**src/rtl/bus_switch_controller.sv**
```systemverilog
// -----------------------------------------------------------------------------
// bus_switch_controller
//
// Chooses which source drives an intercepted bus line: the genuine
// pass-through path or the MITM injection core. Ownership changes only at
// frame boundaries, so a frame is always completed by the source that started
// it (reset is the one exception, where truncation is accepted).
//
// Parameters:
//   IDLE_LEVEL     - level of frame_sig while the bus is idle (1 = active-low CS)
//   IDLE_CYCLES    - consecutive idle cycles required before a grant (1..65535)
//   TIMEOUT_CYCLES - longest MITM hold before a forced release (1..2^24-1)
//
// Ports:
//   sys_clk        - system clock
//   reset          - synchronous, active-high reset
//   frame_sig      - frame delimiter, already synchronous to sys_clk
//   mitm_req       - MITM core requests the line (level, held until done)
//   mitm_grant     - MITM core owns the line (level, registered)
//   sel_mitm       - output mux select, 1 = MITM source drives (registered)
//   frame_start    - 1-cycle pulse on idle->active of frame_sig (combinational)
//   frame_end      - 1-cycle pulse on active->idle of frame_sig (combinational)
//   timeout        - 1-cycle pulse as a forced release begins (registered)
//   mitm_frame_cnt - [15:0] frames ended while sel_mitm=1; present only when
//                    MITM_FRAME_CNT_EN is defined
//
// Optional feature macro: MITM_FRAME_CNT_EN
// -----------------------------------------------------------------------------
module bus_switch_controller #(
  parameter logic        IDLE_LEVEL     = 1'b1,
  parameter int unsigned IDLE_CYCLES    = 16,
  parameter int unsigned TIMEOUT_CYCLES = 4096
) (
  input  logic        sys_clk,
  input  logic        reset,
  input  logic        frame_sig,
  input  logic        mitm_req,
  output logic        mitm_grant,
  output logic        sel_mitm,
  output logic        frame_start,
  output logic        frame_end,
  output logic        timeout
`ifdef MITM_FRAME_CNT_EN
  ,
  output logic [15:0] mitm_frame_cnt
`endif
);

  localparam int unsigned IW = $clog2(IDLE_CYCLES + 1);
  localparam int unsigned TW = $clog2(TIMEOUT_CYCLES + 1);

  localparam logic [IW-1:0] IDLE_MAX = IW'(IDLE_CYCLES);
  localparam logic [TW-1:0] TO_LAST  = TW'(TIMEOUT_CYCLES - 1);

  typedef enum logic [1:0] {
    PASS,
    ARM,
    MITM,
    DRAIN
  } state_t;

  state_t        state;
  logic          prev;
  logic [IW-1:0] idle_cnt;
  logic [TW-1:0] to_cnt;
  logic          frame_idle;
  logic          prev_idle;
  logic          line_safe;

  // ---------------------------------------------------------------------------
  // Frame edge detection and idle tracking
  // ---------------------------------------------------------------------------
  always_comb begin
    frame_idle  = (frame_sig == IDLE_LEVEL);
    prev_idle   = (prev == IDLE_LEVEL);
    frame_start = prev_idle & ~frame_idle;
    frame_end   = ~prev_idle & frame_idle;
    // A frame_start on the cycle the counter would saturate is not safe:
    // the current-cycle level gates the saturated count.
    line_safe   = (idle_cnt == IDLE_MAX) & frame_idle;
  end

  // Counter resets saturated so the line counts as idle straight out of reset.
  always_ff @(posedge sys_clk) begin
    if (reset) begin
      prev     <= IDLE_LEVEL;
      idle_cnt <= IDLE_MAX;
    end else begin
      prev <= frame_sig;
      if (!frame_idle) begin
        idle_cnt <= '0;
      end else if (idle_cnt != IDLE_MAX) begin
        idle_cnt <= idle_cnt + IW'(1);
      end
    end
  end

  // ---------------------------------------------------------------------------
  // Ownership FSM with registered outputs
  // ---------------------------------------------------------------------------
  always_ff @(posedge sys_clk) begin
    if (reset) begin
      state          <= PASS;
      mitm_grant     <= 1'b0;
      sel_mitm       <= 1'b0;
      timeout        <= 1'b0;
      to_cnt         <= '0;
`ifdef MITM_FRAME_CNT_EN
      mitm_frame_cnt <= '0;
`endif
    end else begin
      timeout <= 1'b0;

`ifdef MITM_FRAME_CNT_EN
      // Counting is placed before the case so the clear on MITM entry wins.
      if (sel_mitm && frame_end) begin
        mitm_frame_cnt <= mitm_frame_cnt + 16'd1;
      end
`endif

      case (state)
        PASS: begin
          if (mitm_req) begin
            state <= ARM;
          end
        end

        ARM: begin
          if (!mitm_req) begin
            state <= PASS;
          end else if (line_safe) begin
            state          <= MITM;
            mitm_grant     <= 1'b1;
            sel_mitm       <= 1'b1;
            to_cnt         <= '0;
`ifdef MITM_FRAME_CNT_EN
            mitm_frame_cnt <= '0;
`endif
          end
        end

        MITM: begin
          to_cnt <= to_cnt + TW'(1);
          // Timeout takes priority so the pulse fires even if the request
          // drops on the same cycle.
          if (to_cnt == TO_LAST) begin
            state      <= DRAIN;
            mitm_grant <= 1'b0;
            timeout    <= 1'b1;
          end else if (!mitm_req) begin
            state      <= DRAIN;
            mitm_grant <= 1'b0;
          end
        end

        DRAIN: begin
          // The mux stays on MITM until the frame it started has ended;
          // an idle level covers both "already idle" and the frame_end cycle.
          if (frame_idle) begin
            state    <= PASS;
            sel_mitm <= 1'b0;
          end
        end

        default: begin
          state      <= PASS;
          mitm_grant <= 1'b0;
          sel_mitm   <= 1'b0;
        end
      endcase
    end
  end

  // ---------------------------------------------------------------------------
  // Structural invariants
  // ---------------------------------------------------------------------------
  grant_implies_sel : assert property (
    @(posedge sys_clk) disable iff (reset) mitm_grant |-> sel_mitm
  );

  timeout_releases : assert property (
    @(posedge sys_clk) disable iff (reset) timeout |-> !mitm_grant
  );

endmodule

```
**config.mk**
```make
export PLATFORM = sky130hd
export DESIGN_NAME = bus_switch_controller
export DESIGN_NICKNAME = d
export VERILOG_FILES = /design/src/rtl/bus_switch_controller.sv
export SDC_FILE = /design/constraint.sdc
export NUM_CORES = 1
export LEC_CHECK = 0
export CAP_MARGIN = 25
export CORE_ASPECT_RATIO = 1.5
export CORE_UTILIZATION = 45
export DETAILED_ROUTE_END_ITERATION = 8
export SETUP_SLACK_MARGIN = 0.4
export SYNTH_ARGS = -nofsm -noshare
export SYNTH_HDL_FRONTEND = slang
export SYNTH_SLANG_ARGS = --single-unit
```
**constraint.sdc**
```tcl
create_clock -name sys_clk -period 2.1 [get_ports sys_clk]
set_clock_uncertainty 0.1 [all_clocks]
set_input_delay 0.21 -clock sys_clk [delete_from_list [all_inputs] [get_ports sys_clk]]
set_output_delay 0.21 -clock sys_clk [all_outputs]
set_load 0.005 [all_outputs]
```
==> key figures <==
Power
  • Comb pwr share: 0.140
  • Internal Pwr Total: between 0.6 and 0.7 mW
  • Reg power frac: 0.566
  • Leakage: ~0.55 nW
  • Switch share: 0.238
  • Peak VDD IR: 429 µV
  • Power density over the cells: 548 nW/µm²
  • Clock power share: 0.294
  • Psw: slightly below 0.2 mW

Cells and area
  • Synth-to-Final Area Change: 26.3%
  • Final nets: 166
  • Diodes inserted: 0
  • Share of layout cells above drive strength 1: 0.259
  • Final core occ: 0.608

Synthesis
  • Seq/Total Area, Yosys: 0.398
  • Number of synthesized flops with an enable pin: 0
  • #FFs+latches synth: 24
  • Synth cell count leaders: dfxtp_1 (24), a21oi_1 (15), nand2_1 (9)
  • Area contributors post-synth: dfxtp_1 (40%), a21oi_1 (6.2%), xnor2_1 (3.6%), ha_1 (3.1%), o21ai_0 (2.9%)
  • Synth Flop Type: dfxtp_1
  • Mapped Cells: ~140
  • Mapped Area: 1210 µm²
  • Yosys top cell area share: 0.398
  • Cell with the most instances after synthesis: dfxtp_1
  • Post-synth top area cell: dfxtp_1
  • Async set or reset register ratio after synthesis: 0
  • Synth unique cells: 37
  • Synth warnings: 0
  • Mapped Nets: ~140
  • Post-synthesis area per instance: 8.87 µm²

Floorplanning
  • Die area: 2900 µm²
  • Placement Rows: 22
  • Core area: 2500 µm²
  • Die width: between 40 and 50 µm
  • Top Ports: 9
  • Die H: 65.4 µm
  • Starting Density: 0.482

Place
  • Post-place setup slack: 0.172 ns
  • Dpl hpwl: 1640 µm
  • Port bufs: 8
  • Routability cong.: between 0.7 and 0.8

Setup path
  • Critical path peak fanout: 3
  • Buf/Inv on CP: 3
  • Crit end category: register
  • Crit path max-delay family: simple AND/OR/NAND/NOR gates
  • Worst path max stage delay: 0.41 ns
  • Slowest stage cell, crit path: or4_1
  • Startpoint types: register
  • Critical path class: register to register
  • CP required: 2.27 ns
  • Crit path DAT: 1.93 ns
  • Critical path, cell by cell: inv_2, ha_4, nor4bb_4, buf_4, buf_6, a21o_1, or4_1, nand2_1

Detailed routing
  • Average routed wire per standard cell: 13.1 µm
  • DR DRC count: 0
  • Starting DRT DRC Count: 32
  • WL final: between 2000 and 3000 µm
  • Vias per std cell: around 5.6
  • Drt first pass iters: 4
  • Post-route ant nets: 0
  • Vias: 1092

Global routing
  • Initial antenna violation count: 0
  • GRT overflow: 0
  • GRT Overall Usage: 0.194
  • Vias in the first global route: 984
  • First-pass GRT wire length: 4320 µm
  • Largest net degree at the start of global routing: 14

Clock network
  • H-tree lvl count: 1
  • Hold Buf Count CTS: 0
  • Skew-Pair Late Insertion Delay: 0.31 ns
  • Clock Path Buffers: 2
  • Worst-path clk slew: 0.13 ns
  • CTS Buf Count: 3
  • Clock root buffer: clkbuf_4
  • CTS Sinks: 24
  • CTS tree: built

Timing
  • Final Cycle Share: 0.839
  • Worst-Margin Slew: 0.417 ns
  • Final hold viol count: 0
  • Fin Setup TNS: 0 ns
  • Fin crit period: about 1.8 ns
  • Relative slew slack: 0.721
  • Final count of pins violating max slew: 0
  • Number of endpoints failing setup at the final stage: 0
  • RSZ-0062 raised after global routing: yes
  • Post-route worst setup slack: about 0.34 ns
  • F_max: 568 MHz

Min path
  • Hold Path Class: register to register

Status
  • Outcome: completed

Job
  • Count of max-cap constraint violations: 0
==> flip-flops by register name, summed over array words and instances, names as in the netlist, named ones only <==
name / count
timeout: 1
sel_mitm: 1
prev: 1
state: 1
to_cnt: 13
mitm_grant: 1
idle_cnt: 5
==> per-stage QoR <==
step                std cells  cell area, µm²  power (mW)  hold slack [ns]
finish                    194            1520       0.835            0.386
global route              194            1520       0.875            0.415
CTS                       194            1500       0.841            0.394
detailed placement        177            1340       0.566            0.363
global placement          177            1340       0.564            0.355
floorplan                 136            1230       0.542            0.269
==> final timing paths <==
| path | start | endpoint | slack [ns] | cells past startpoint |
|---|---|---|---|---|
| max | idle_cnt[1]$_SDFFE_PP0P_ | to_cnt[11]$_SDFFE_PP0P_ | 0.34 | 8 |
| min | sel_mitm$_SDFFE_PP0P_ | sel_mitm$_SDFFE_PP0P_ | 0.39 | 1 |
| max reg2reg | idle_cnt[1]$_SDFFE_PP0P_ | to_cnt[11]$_SDFFE_PP0P_ | 0.34 | 8 |
| min reg2reg | sel_mitm$_SDFFE_PP0P_ | sel_mitm$_SDFFE_PP0P_ | 0.39 | 1 |
==> timing repair <==
action	4_1_cts	5_1_grt
gates cloned	1	0
setup buffers	12	0
endpoints found under the setup margin	8	18
resized for setup	5	11
pin swaps	9	14
==> power by group through the flow <==
| stage | logic (mW) | registers [mW] | clock network (mW) |
|---|---|---|---|
| global route | 0.127 | 0.475 | 0.273 |
| finish | 0.117 | 0.473 | 0.246 |
| global placement | 0.0815 | 0.482 | 0 |
| floorplan | 0.0642 | 0.478 | 0 |
| detailed placement | 0.0834 | 0.483 | 0 |
| CTS | 0.113 | 0.473 | 0.255 |
==> per-layer routing <==
metal  wire (µm)  global-route usage  part of all wire  vias up
li1            -                   -                 -      539
met1        1080               0.235              0.42      524
met2        1360               0.335              0.53       22
met3          71              0.0247             0.028        7
met4          42              0.0758             0.016        0
met5           0                   0                 0        -
==> kinds of logic (layout without fill, tap and decap cells) <==
family	count (synthesis)	in the layout	synth area share
AOI/OAI and AO/OA	36	37	0.185
and+or+nand+nor	54	54	0.282
xor gates and xnor gates	6	6	0.0436
muxes	2	2	0.0176
adders and majority gates	3	3	0.0311
buffers and inverters	11	32	0.0425
DFF	24	24	0.398
==> layout by cell type (no fill, tap or decap), types with 2 or more instances in the layout <==
master | Yosys | routed
o21a_1 | 2 | 2
a21oi_1 | 15 | 13
nand2_1 | 9 | 9
clkdlybuf4s50_1 | 0 | 6
nand4b_1 | 2 | 2
or3_1 | 5 | 4
and2_1 | 2 | 2
o31ai_1 | 4 | 4
or4_1 | 4 | 4
nand4_1 | 4 | 4
o21ai_0 | 7 | 6
clkbuf_4 | 0 | 3
nor2b_1 | 2 | 2
buf_6 | 1 | 3
a21oi_2 | 0 | 3
nand3b_1 | 3 | 3
nand3_1 | 6 | 6
nor2_1 | 5 | 5
ha_1 | 3 | 2
xnor2_1 | 5 | 5
dfxtp_2 | 0 | 6
inv_2 | 0 | 2
inv_1 | 4 | 2
o211ai_1 | 3 | 3
nand2b_1 | 2 | 2
buf_4 | 0 | 12
dfxtp_1 | 24 | 18
a21o_1 | 2 | 2
==> worst register-to-register path, cell delays in order (launching register included) <==
cell	delay, ns
dfxtp_2	0.36
inv_2	0.04
ha_4	0.14
nor4bb_4	0.14
buf_4	0.16
buf_6	0.12
a21o_1	0.18
or4_1	0.41
nand2_1	0.07
==> final cells by class <==
| class | instances | area (µm²) |
|---|---|---|
| clock buffer | 4 | 36.3 |
| multi-input combinational | 102 | 714 |
| tap | 36 | 45.0 |
| fill | 220 | 981 |
| timing repair buffer | 24 | 225 |
| sequential | 24 | 488 |
| inverter | 4 | 15.0 |
Power figures use the tool's default switching activity.
